**src/rtl/halfword_mem_unit.sv**
```systemverilog
// halfword_mem_unit: lh/sh memory stage over a req/ack 32-bit word bus,
// with pipeline stall, sign-extended loads, misalignment detection and bus timeout.
module halfword_mem_unit #(
  parameter int TIMEOUT   = 255,
  parameter int TIMEOUT_W = 8
) (
  input  logic        clock,
  input  logic        resetN,
  input  logic        memRead,
  input  logic        memWrite,
  input  logic [31:0] aluResult,
  input  logic [31:0] writeData,
  output logic        stall,
  output logic [31:0] loadData,
  output logic        loadValid,
  output logic        misaligned,
  output logic        busError,
  output logic        busReq,
  output logic        busWe,
  output logic [31:0] busAddr,
  output logic [3:0]  busByteEn,
  output logic [31:0] busWData,
  input  logic [31:0] busRData,
  input  logic        busAck
);
  typedef enum logic [1:0] {IDLE, REQ, DONE} state_t;
  localparam logic [TIMEOUT_W-1:0] LAST = TIMEOUT_W'(TIMEOUT - 1);
  state_t                state_q, state_d;
  logic [29:0]           word_q, word_d;
  logic [3:0]            be_q, be_d;
  logic [15:0]           wdata_q, wdata_d;
  logic                  we_q, we_d;
  logic [TIMEOUT_W-1:0]  cnt_q, cnt_d;
  logic [31:0]           load_data_q, load_data_d;
  logic                  load_valid_q, load_valid_d;
  logic                  misaligned_q, misaligned_d;
  logic                  bus_error_q, bus_error_d;
  logic                  idle, in_req, req, go, expire, rd_done;
  logic [15:0]           half;
  logic                  unused_hi;
  assign unused_hi = ^writeData[31:16];
  always_comb begin
    idle    = state_q == IDLE;
    in_req  = state_q == REQ;
    req     = memRead | memWrite;
    go      = idle & req & ~aluResult[0];
    expire  = in_req & ~busAck & (cnt_q == LAST);
    rd_done = in_req & busAck & ~we_q;
    half    = be_q[3] ? busRData[31:16] : busRData[15:0];
    state_d = (state_q == DONE) ? IDLE
            : in_req ? (busAck ? DONE : (expire ? IDLE : REQ))
            : (go ? REQ : IDLE);
    word_d  = go ? aluResult[31:2] : word_q;
    be_d    = go ? (aluResult[1] ? 4'b1100 : 4'b0011) : be_q;
    wdata_d = go ? writeData[15:0] : wdata_q;
    we_d    = go ? ~memRead : we_q;
    // expire fires before the counter can reach its top value, so no wrap
    cnt_d   = go ? '0 : ((in_req & ~busAck & ~expire) ? cnt_q + TIMEOUT_W'(1) : cnt_q);
    load_data_d  = rd_done ? {{16{half[15]}}, half} : load_data_q;
    load_valid_d = rd_done;
    misaligned_d = idle & req & aluResult[0];
    bus_error_d  = expire;
  end
  always_ff @(posedge clock or negedge resetN) begin
    if (!resetN) begin
      state_q      <= IDLE;
      word_q       <= '0;
      be_q         <= '0;
      wdata_q      <= '0;
      we_q         <= 1'b0;
      cnt_q        <= '0;
      load_data_q  <= '0;
      load_valid_q <= 1'b0;
      misaligned_q <= 1'b0;
      bus_error_q  <= 1'b0;
    end else begin
      state_q      <= state_d;
      word_q       <= word_d;
      be_q         <= be_d;
      wdata_q      <= wdata_d;
      we_q         <= we_d;
      cnt_q        <= cnt_d;
      load_data_q  <= load_data_d;
      load_valid_q <= load_valid_d;
      misaligned_q <= misaligned_d;
      bus_error_q  <= bus_error_d;
    end
  end
  always_comb begin
    stall      = in_req | go;
    loadData   = load_data_q;
    loadValid  = load_valid_q;
    misaligned = misaligned_q;
    busError   = bus_error_q;
    busReq     = in_req;
    busWe      = we_q;
    busAddr    = {word_q, 2'b00};
    busByteEn  = be_q;
    busWData   = {wdata_q, wdata_q};
  end
endmodule

```
**config.mk**
```make
export PLATFORM = sky130hd
export DESIGN_NAME = halfword_mem_unit
export DESIGN_NICKNAME = d
export VERILOG_FILES = /design/src/rtl/halfword_mem_unit.sv
export SDC_FILE = /design/constraint.sdc
export NUM_CORES = 1
export LEC_CHECK = 0
export BUFFER_PORTS_ARGS = -buffer_cell sky130_fd_sc_hd__clkbuf_2
export CELL_PAD_IN_SITES_DETAIL_PLACEMENT = 1
export CELL_PAD_IN_SITES_GLOBAL_PLACEMENT = 2
export CORE_MARGIN = 2
export CORE_UTILIZATION = 28
export CTS_CLUSTER_DIAMETER = 80
export DETAILED_ROUTE_END_ITERATION = 7
export PLACE_DENSITY = 0.9
export SLEW_MARGIN = 20
export SYNTH_ARGS = -nofsm -noshare
export SYNTH_HDL_FRONTEND = slang
export SYNTH_SLANG_ARGS = --single-unit
```
**constraint.sdc**
```tcl
create_clock -name clock -period 2.5 [get_ports clock]
set_input_delay 0.25 -clock clock [delete_from_list [all_inputs] [get_ports clock]]
set_output_delay 0.25 -clock clock [all_outputs]
set_load 0.03 [all_outputs]
```
=== Word-level counts from Yosys, hierarchy flattened ===
Cells that the tools add are included.

* Add/sub/neg operators: 1
* Equality and inequality tests: 3
* Muxes and demuxes: 9
* Bitwise operators: 15
* Reductions and logical operators: 2

{| class="wikitable"
|+ Operator list
! operator !! number
|-
| 16-bit 2-to-1 mux || 1
|-
| 8-bit 2-to-1 mux || 2
|-
| 8-bit by 1-bit adder with 8-bit output, second input constant || 1
|-
| 1-bit bitwise AND || 8
|-
| 8-bit == test, second input constant || 1
|-
| 2-bit 2-to-1 mux || 3
|-
| 1-bit inverter || 5
|-
| 4-bit 2-to-1 mux || 1
|-
| 2-bit by 1-bit == test with 1-bit output, second input constant || 1
|-
| 2-bit == test, second input constant || 1
|-
| 2-bit zero test || 1
|-
| 1-bit 2-to-1 mux || 2
|-
| 1-bit bitwise OR || 2
|-
| 2-bit nonzero test || 1
|}

* Flip-flop bits (word level): 80
* Input port bits: 101
* Output and inout bits: 106
* Logic and storage cells: 40

=== Longest topological paths before layout ===
Gate-level depths: netlist (run 1).

* Depth in word-level cells: 7
* Depth in mapped cells: 5
* Depth with buffers taken out: 5

=== Worst setup path after synthesis (run 1) ===
No wires, ideal clock.

* Path kind: register to output
* Start point: reg state_q[1]
* End point: out stall
* Arrival: 1448 ps
* Required time: 2250 ps
* Slack: 802 ps
* Stages on the path, launching flop included: 6
* Buffers on the path: 2
* Path through: dfrtp_1 -> or2_1 -> buf_6 -> or3_1 -> buf_2 -> nand2_1

* Longest elaborated chain between the ends: 4

{| class="wikitable"
|+ RTL lines
! element !! RTL line !! source
|-
| start: declaration || 28 || <nowiki>state_t state_q, state_d;</nowiki>
|-
| start signal: assignment || 77 || <nowiki>state_q <= state_d;</nowiki>
|-
| 2-bit zero test || 43 || <nowiki>idle = state_q == IDLE;</nowiki>
|-
| 1-bit bitwise AND (2 in series) || 46 || <nowiki>go = idle & req & ~aluResult[0];</nowiki>
|-
| 1-bit bitwise OR * || 90 || <nowiki>stall = in_req | go;</nowiki>
|-
| end: declaration || 13 || <nowiki>output logic stall,</nowiki>
|}

Every way passes the cells marked *; elsewhere a longest branch is shown, timed or not.

=== Worst setup path after layout (run 1) ===
* Start point: reg state_q[0]
* End point: out stall

Same word-level chain as after synthesis.

==> impl_metrics.ini, run 1 <==
[pwr]
comb_power_share_pct = 45.7
p_per_area_nw_per_um2 = 1320
clkPwrFrac_pct = 20.8
leakagePower_uw = 0.00234
power.share.sequential_pct = 33.5
swShare_pct = 45.5
ir_worst_vdd_mv = 0.560
switchingPower_uw = 2810
intPower_uw = 3370

[worst_setup_path]
crit_chain = or2_1 -> or3_1 -> nand2_1 -> clkbuf_2
start_kind = flip-flop
rrSetupSlack_ns = 0.59
cp_slowest_cell = or3_1
critPathArrivalTime_ns = 2.01
r2r_start = state_q[0]
r2r-end = word_q[2]
worstPathMaxFanout = 9
critPathLaunch = state_q[0]
slowest_delay_ns = 0.54
r2r_cells = 4
end_kind = primary output
critical_path_class = reg -> out
required_ns = 2.25

[run]
maxCapViolCount = 0

[drt]
firstDrtPassIters = 4
ant_nets = 0
detailroute.via_count = 2693
post_drt_wl_per_cell_um = 15.3
drt_iter0_markers = 70
drt_wl_total_mm = 9.28
drcViolationCount = 0
via_per_inst = 4.44

[finish]
fillers = 1480
seqCellArea_um2 = 1950
multi_input_area_um2 = 1240
syn_to_final_growth_pct = 30.6
final_net_count = 534
drive_above_1_share_pct = 58.4
stdcell_count = 607
diodes = 0

[grt]
grt_overflow = 0
track_usage_pct = 13.4
grt_pass1_vias = 2857
antenna_found_initial = 1
grt_pass1_wl_mm = 14.1
grt_max_degree = 79

[clock_network]
cts_tree = done
post_cts_resized = 0
cts_hold_buf = 0
cts_root_buffer = clkbuf_16
post_cts_buffers = 0
clk_latency_ns = 0.33
cts.sinks = 78
cts.clk_slew.worst_paths_ns = 0.06
clk_path_buf_depth = 2
cts_buffers = 9
htree_levels = 3

[sta]
maxSlewViolCount = 0
hold_viol_final = 0
rsz0062_at_grt = false
setup_viol = 0
slew_headroom_pct = 32.9
clock_skew_ns = 0.00586
tightestPinTransition_ns = 1.01
min_period_over_period_pct = 90.3
fmax_ghz = 0.443
fin_setup_tns_ns = 0
fin_crit_ns = 2.26

[placement]
portBuffers = 188
dp_hpwl_mm = 7.00
gp_congestion = 0.756
dp_cells = 592

[die]
pin_count = 207
die_area_um2 = 13700
rows = 41
start_util_pct = 28.5
fp.dieH_um = 117
die_w_um = 117
fp.coreArea_um2 = 12500

[synth]
netlist-cell-type-count = 37
synth_area_um2 = 3570
yosysSeqAreaShare_pct = 54.6
synth_warnings = 0
syn-mean-instance-area_um2 = 12.8
synth-seq-cells = 78
syn_inst = 279

[status]
status = completed

[min_path]
hold_class = in -> async
-- power by group through the flow --
| stage | clock network, uW | registers (uW) | logic (uW) |
|---|---|---|---|
| 2_1_floorplan | 0 | 2840 | 1510 |
| 4_1_cts | 1340 | 2080 | 2870 |
| 5_1_grt | 1390 | 2150 | 3010 |
| 3_5_place_dp | 0 | 2100 | 2870 |
| 3_3_place_gp | 0 | 2050 | 2800 |
| 6_report | 1290 | 2070 | 2830 |
-- registers in the layout (all words and copies together), names as in the netlist --
register    count
busByteEn       2
busError        1
busWe           1
cnt_q           8
loadData       16
loadValid       1
misaligned      1
state_q         2
wdata_q        16
word_q         30
-- through the flow --
| stage | hold slack, ns | setup slack [ns] | power (uW) | utilization, % | instance area, um^2 |
|---|---|---|---|---|---|
| floorplan | -0.0456 | 0.802 | 4340 | - | 3580 |
| global placement | 0.469 | 0.645 | 4850 | 35.0 | 4380 |
| detailed placement | 0.483 | 0.585 | 4960 | 35.0 | 4380 |
| CTS | 0.129 | 0.240 | 6290 | 37.3 | 4670 |
| global route | 0.139 | 0.154 | 6550 | 37.3 | 4670 |
| finish | 0.0917 | 0.243 | 6180 | 37.3 | 4670 |
-- worst max-delay path, delay by kind of cell, from the launching register on --
kind | cells | cell delay, ns
DFF | 1 | 0.43
and+or+nand+nor | 3 | 1.04
buffers and inverters | 1 | 0.20
-- kinds of logic after synthesis --
logic type | synth area share, %
muxes | 20.2
AOI/OAI and AO/OA | 6.16
DFF | 54.6
other | 0.105
adders and majority gates | 0.700
and+or+nand+nor | 7.32
buffers and inverters | 10.9
-- per-layer routing --
layer	track usage [%]	up-vias	routed length, um
met4	4.31	2	124
li1	-	1247	-
met2	24.4	119	4760
met5	0	-	13
met3	4.63	12	788
met1	14.5	1313	3590
-- Yosys cell counts --
master,count,share of area (%)
ha_1,2,0.70
buf_4,36,7.6
o21ai_0,2,0.28
nor3_1,3,0.42
or3_1,1,0.18
or2_1,1,0.18
o211a_1,1,0.28
nor4_1,1,0.18
nor2_1,16,1.7
nor2_2,1,0.18
nand4_1,1,0.18
a21oi_1,18,2.5
nor3_4,1,0.46
o2111ai_1,2,0.49
buf_6,6,1.9
mux2_2,44,14
a31oi_1,1,0.18
nand4bb_1,1,0.32
buf_2,4,0.56
a311o_1,1,0.28
o31ai_1,6,1.3
conb_1,1,0.10
and4_1,4,0.98
mux2_4,1,0.42
a41oi_1,1,0.25
clkbuf_1,4,0.42
and4bb_2,3,1.1
mux2i_1,19,5.3
nand2_1,4,0.42
and2_1,2,0.35
inv_1,4,0.42
nand2b_1,2,0.35
a211oi_1,2,0.42
dfrtp_1,78,55
nor3b_1,2,0.42
o211ai_1,1,0.21
mux2_1,2,0.63
-- how the worst max path moves through the flow --
stage                            end  slack (ns)  cells after the start
final                          stall        0.24                      4
after global routing           stall        0.15                      4
after CTS                      stall        0.24                      4
after detailed placement  word_q[28]        0.58                      4
after global placement         stall        0.65                      4
after floorplan                stall        0.80                      5
-- area by class of cell --
| cell class | instances | area share (%) |
|---|---|---|
| inverter | 4 | 0.322 |
| clock inverter | 4 | 1.02 |
| timing repair buffer | 190 | 20.5 |
| multi-input combinational | 148 | 26.5 |
| tap | 172 | 4.61 |
| sequential | 78 | 41.8 |
| clock buffer | 11 | 5.20 |
-- layout by cell type (no fill, tap or decap), types with 3 or more instances in the layout --
master and instances:
buf_4 3, a21oi_1 18, clkbuf_16 9, and4_1 4, o31ai_1 6, nor2_1 16, nor3_1 3, clkbuf_2 187
inv_1 4, nand2_1 4, mux2i_1 19, and4bb_2 3, mux2_2 44, dfrtp_1 78
No activity file was read; power rests on OpenSTA's default activity.
==> inputs of run 2 (changes only) <==
==> constraint.sdc (replaced) <==
create_clock -name clock -period 2.7 [get_ports clock]
set_input_delay 0 -clock clock [delete_from_list [all_inputs] [get_ports clock]]
set_output_delay 0 -clock clock [all_outputs]
set_load 0.03 [all_outputs]
==> impl_metrics.ini, run 2 (synthesis results as in run 1) <==
[finish]
multi_input_area_um2 = 1240
final_common_cell = clkbuf_2
largest_reg_flops = 30
drive_above_1_share_pct = 49.0
seqCellArea_um2 = 1950
top_register = word_q
final_net_count = 614
syn_to_final_growth_pct = 54.1
layout_common_cells = 187 x clkbuf_2, 81 x dlygate4sd3_1, 78 x dfrtp_1
fillers = 1423

[worst_setup_path]
worstPathMaxFanout = 19
critical_path_class = reg -> reg
start_kind = flip-flop
end_kind = flip-flop
critPathArrivalTime_ns = 2.30
required_ns = 2.88
r2r_cells = 3

[clock_network]
clk_latency_ns = 0.33
clk_path_buf_depth = 2
htree_levels = 3
cts.sinks = 78
cts_buffers = 9
cts_root_buffer = clkbuf_16
cts_tree = done
cts.clk_slew.worst_paths_ns = 0.06

[die]
rows = 41
fp.coreArea_um2 = 12500
fp.dieH_um = 117
start_util_pct = 28.5
pin_count = 207
die_w_um = 117
die_area_um2 = 13700

[pwr]
swShare_pct = 45.0
power.share.sequential_pct = 32.5
switchingPower_uw = 2680
comb_power_share_pct = 47.0
ir_worst_vdd_mv = 0.411
p_per_area_nw_per_um2 = 1080
leakagePower_uw = 0.00269
clkPwrFrac_pct = 20.5
intPower_uw = 3280
total_power_uw = 5960

[sta]
hold_viol_final = 0
fin_crit_ns = 2.11
timing.hold.ws_ns = 0.0161
rsz0062_at_grt = false
clock_skew_ns = 0.00587
fmax_ghz = 0.473
maxSlewViolCount = 0
tightestPinTransition_ns = 1.02
min_period_over_period_pct = 78.2
fin_setup_tns_ns = 0
slew_headroom_pct = 31.8
setup_viol = 0
setup_ws_ns = 0.588

[grt]
grt_busiest_layer = met2
grt_overflow = 0
grt_max_degree = 79
met1_usage_pct = 17.4
grt_pass1_vias = 3283
antenna_found_initial = 1
grt_pass1_wl_mm = 16.5
use_met3_pct = 4.74
track_usage_pct = 15.8
grtUsageMet2_pct = 28.4

[drt]
post_drt_wl_per_cell_um = 15.9
drcViolationCount = 0
drt_iter0_markers = 87
detailroute.via_count = 3047
ant_nets = 0
drt_wl_total_mm = 10.9
via_per_inst = 4.42
firstDrtPassIters = 4

[placement]
gp_congestion = 0.727
dp_hpwl_mm = 6.60
portBuffers = 188
pre_cts_ws_ns = 0.842

[run]
maxCapViolCount = 0

[min_path]
hold_depth = 3
hold_class = in -> reg

[status]
status = completed
[run 2: cell count changes in the layout (fill, tap and decap cells not counted)]
| cell | change |
|---|---|
| clkbuf_8 | +1 |
| clkbuf_1 | +1 |
| buf_4 | -3 |
| clkinv_2 | -1 |
| buf_6 | +1 |
| buf_12 | +1 |
| diode_2 | +2 |
| dlygate4sd3_1 | +81 |
[run 2: metrics by stage]
stage	util, %	cells	cell area (um^2)
after floorplan	-	280	3580
after global placement	35.0	591	4380
after global routing	43.9	688	5500
after CTS	43.9	688	5500
final	44.0	690	5510
after detailed placement	35.0	591	4380
[run 2: repair_timing]
item / CTS / global route
buffers inserted: 0 / 0
gates resized for setup: 0 / 0
hold endpoints to repair: 144 / 0
hold buffers: 81 / 0
[run 2: worst paths after layout]
path | start | endpoint | slack (ns)
hold reg to reg | word_q[24] | word_q[24] | 0.50
min in group asynchronous | resetN | word_q[24] | 0.28
setup reg to reg | busByteEn[2] | loadData[15] | 0.59
setup / recovery | busByteEn[2] | loadData[15] | 0.59
max in group asynchronous | resetN | wdata_q[7] | 1.93
hold / removal | busRData[27] | loadData[11] | 0.02
[run 2: layout make-up]
cell class | count | share of cell area (%)
inverter | 4 | 0.273
antenna | 2 | 0.0909
timing repair buffer | 270 | 32.3
sequential | 78 | 35.5
clock inverter | 3 | 0.773
tap | 172 | 3.91
multi-input combinational | 148 | 22.5
clock buffer | 13 | 4.73
[run 2: routing by layer]
layer,share of wire [%],vias to the layer above
met5,0.12,-
met4,1.6,2
met1,39,1495
met2,53,125
li1,-,1406
met3,6.9,19
[run 2: critical path: stages, from the launching register on]
cell and delay (ns):
dfrtp_1 1.02, mux2i_1 0.29, dlygate4sd3_1 0.59, a21oi_1 0.07
[run 2: power by group through the flow]
stage / combinational, uW / sequential [uW] / clock, uW
3_5_place_dp: 2650 / 1940 / 0
6_report: 2800 / 1940 / 1220
5_1_grt: 2970 / 2000 / 1340
4_1_cts: 2800 / 1930 / 1270
3_3_place_gp: 2590 / 1900 / 0
2_1_floorplan: 1400 / 2630 / 0
==> inputs of run 3 (changes only) <==
CORE_UTILIZATION = 26   (was 28)
PLACE_DENSITY = 0.85   (was 0.9)
clock period = 2.1 ns   (was 2.7 ns; I/O delays follow)
==> impl_metrics.ini, run 3 (synthesis results as in run 1) <==
[sta]
clock_skew_ns = 0.00420
slew_headroom_pct = 50.8
hold_viol_final = 0
min_period_over_period_pct = 93.4
fin_crit_ns = 1.96
fmax_ghz = 0.510
maxSlewViolCount = 0
fin_setup_tns_ns = 0
tightestPinTransition_ns = 0.739
rsz0062_at_grt = false
setup_viol = 0

[clock_network]
cts.clk_slew.worst_paths_ns = 0.06
post_cts_buffers = 0
cts.sinks = 78
clk_path_buf_depth = 2
cts_buffers = 9
cts_root_buffer = clkbuf_16
post_cts_resized = 0
cts_tree = done
cts_hold_buf = 75
clk_latency_ns = 0.33
htree_levels = 3

[drt]
detailroute.via_count = 3007
post_drt_wl_per_cell_um = 15.6
via_per_inst = 4.38
ant_nets = 0
drt_iter0_markers = 73
drcViolationCount = 0
firstDrtPassIters = 4
drt_wl_total_mm = 10.7

[finish]
diodes = 0
final_common_cell = clkbuf_2
drive_above_1_share_pct = 49.8
final_net_count = 611
final_design_area_no_fill_um2 = 5410
largest_reg_flops = 30
layout_common_cells = 187 x clkbuf_2, 78 x dfrtp_1, 75 x dlygate4sd3_1
syn_to_final_growth_pct = 51.4
top_register = word_q
fillers = 1486

[die]
rows = 42
fp.coreArea_um2 = 13300
die_w_um = 121
start_util_pct = 26.8
die_area_um2 = 14700
pin_count = 207
fp.dieH_um = 121

[placement]
portBuffers = 188
dp_hpwl_mm = 6.77
gp_congestion = 0.819
placed_cell_area_um2 = 4410

[worst_setup_path]
critPathLaunch = state_q[1]
critical_path_class = reg -> out
start_kind = flip-flop
r2r_start = state_q[1]
worstPathMaxFanout = 9
end_kind = primary output
r2r_cells = 4
critPathArrivalTime_ns = 1.96
required_ns = 2.10

[grt]
grt_max_degree = 79
antenna_found_initial = 1
grt_pass1_vias = 3283
track_usage_pct = 14.8
grt_overflow = 0
grt_pass1_wl_mm = 16.8

[min_path]
hp-start = busRData[18]
hold_class = in -> reg
hold_depth = 3

[status]
status = completed

[pwr]
ir_worst_vdd_mv = 0.534
leakagePower_uw = 0.00265
p_per_area_nw_per_um2 = 1370

[run]
maxCapViolCount = 0
[run 3: critical path, cell delays in order (launching register included)]
cell and delay (ns):
dfrtp_1 0.41, or2_1 0.38, or3_1 0.52, nand2_1 0.11, clkbuf_2 0.21
[run 3: layout make-up]
class,count,area (um^2),area share [%]
clock inverter,3,15.0,0.278
inverter,4,15.0,0.278
timing repair buffer,267,1740,32.2
sequential,78,1950,36.1
multi-input combinational,148,1240,22.9
tap,176,220,4.07
clock buffer,10,229,4.23
[run 3: final timing paths]
| path | end | slack, ns |
|---|---|---|
| max in group asynchronous | word_q[11] | 1.31 |
| worst max register to register | word_q[17] | 0.23 |
| min in group asynchronous | loadData[0] | 0.25 |
| worst min register to register | word_q[24] | 0.50 |
| worst max-delay path | stall | 0.14 |
| worst min-delay path | loadData[2] | 0.001 |
[run 3: where the power goes]
group | total, uW | switching, uW | leakage, uW | internal (uW)
logic | 3630 | 2430 | 0.00160 | 1200
clock network | 1340 | 565 | 0.000124 | 773
registers | 2420 | 395 | 0.000926 | 2030
total | 7390 | 3390 | 0.00265 | 4000
[run 3: routing by layer]
metal | part of all wire, % | GRT usage, % | routed length [um] | vias up
li1 | - | - | - | 1404
met1 | 38 | 15.9 | 4090 | 1459
met2 | 53 | 27.3 | 5630 | 127
met3 | 7.6 | 4.32 | 810 | 15
met4 | 1.5 | 5.53 | 159 | 2
met5 | 0.11 | 0 | 12 | -
[run 3: per-stage QoR]
step                util [%]  cells  setup slack [ns]  hold slack [ns]  power (uW)
global placement        33.0    598             0.279            0.217        5810
global route            40.5    686            0.0393           0.0252        7830
detailed placement      33.0    598             0.225            0.227        5920
CTS                     40.5    686            0.0980         0.000308        7470
finish                  40.5    686             0.138          0.00141        7390
floorplan                  -    280             0.435           -0.296        5170
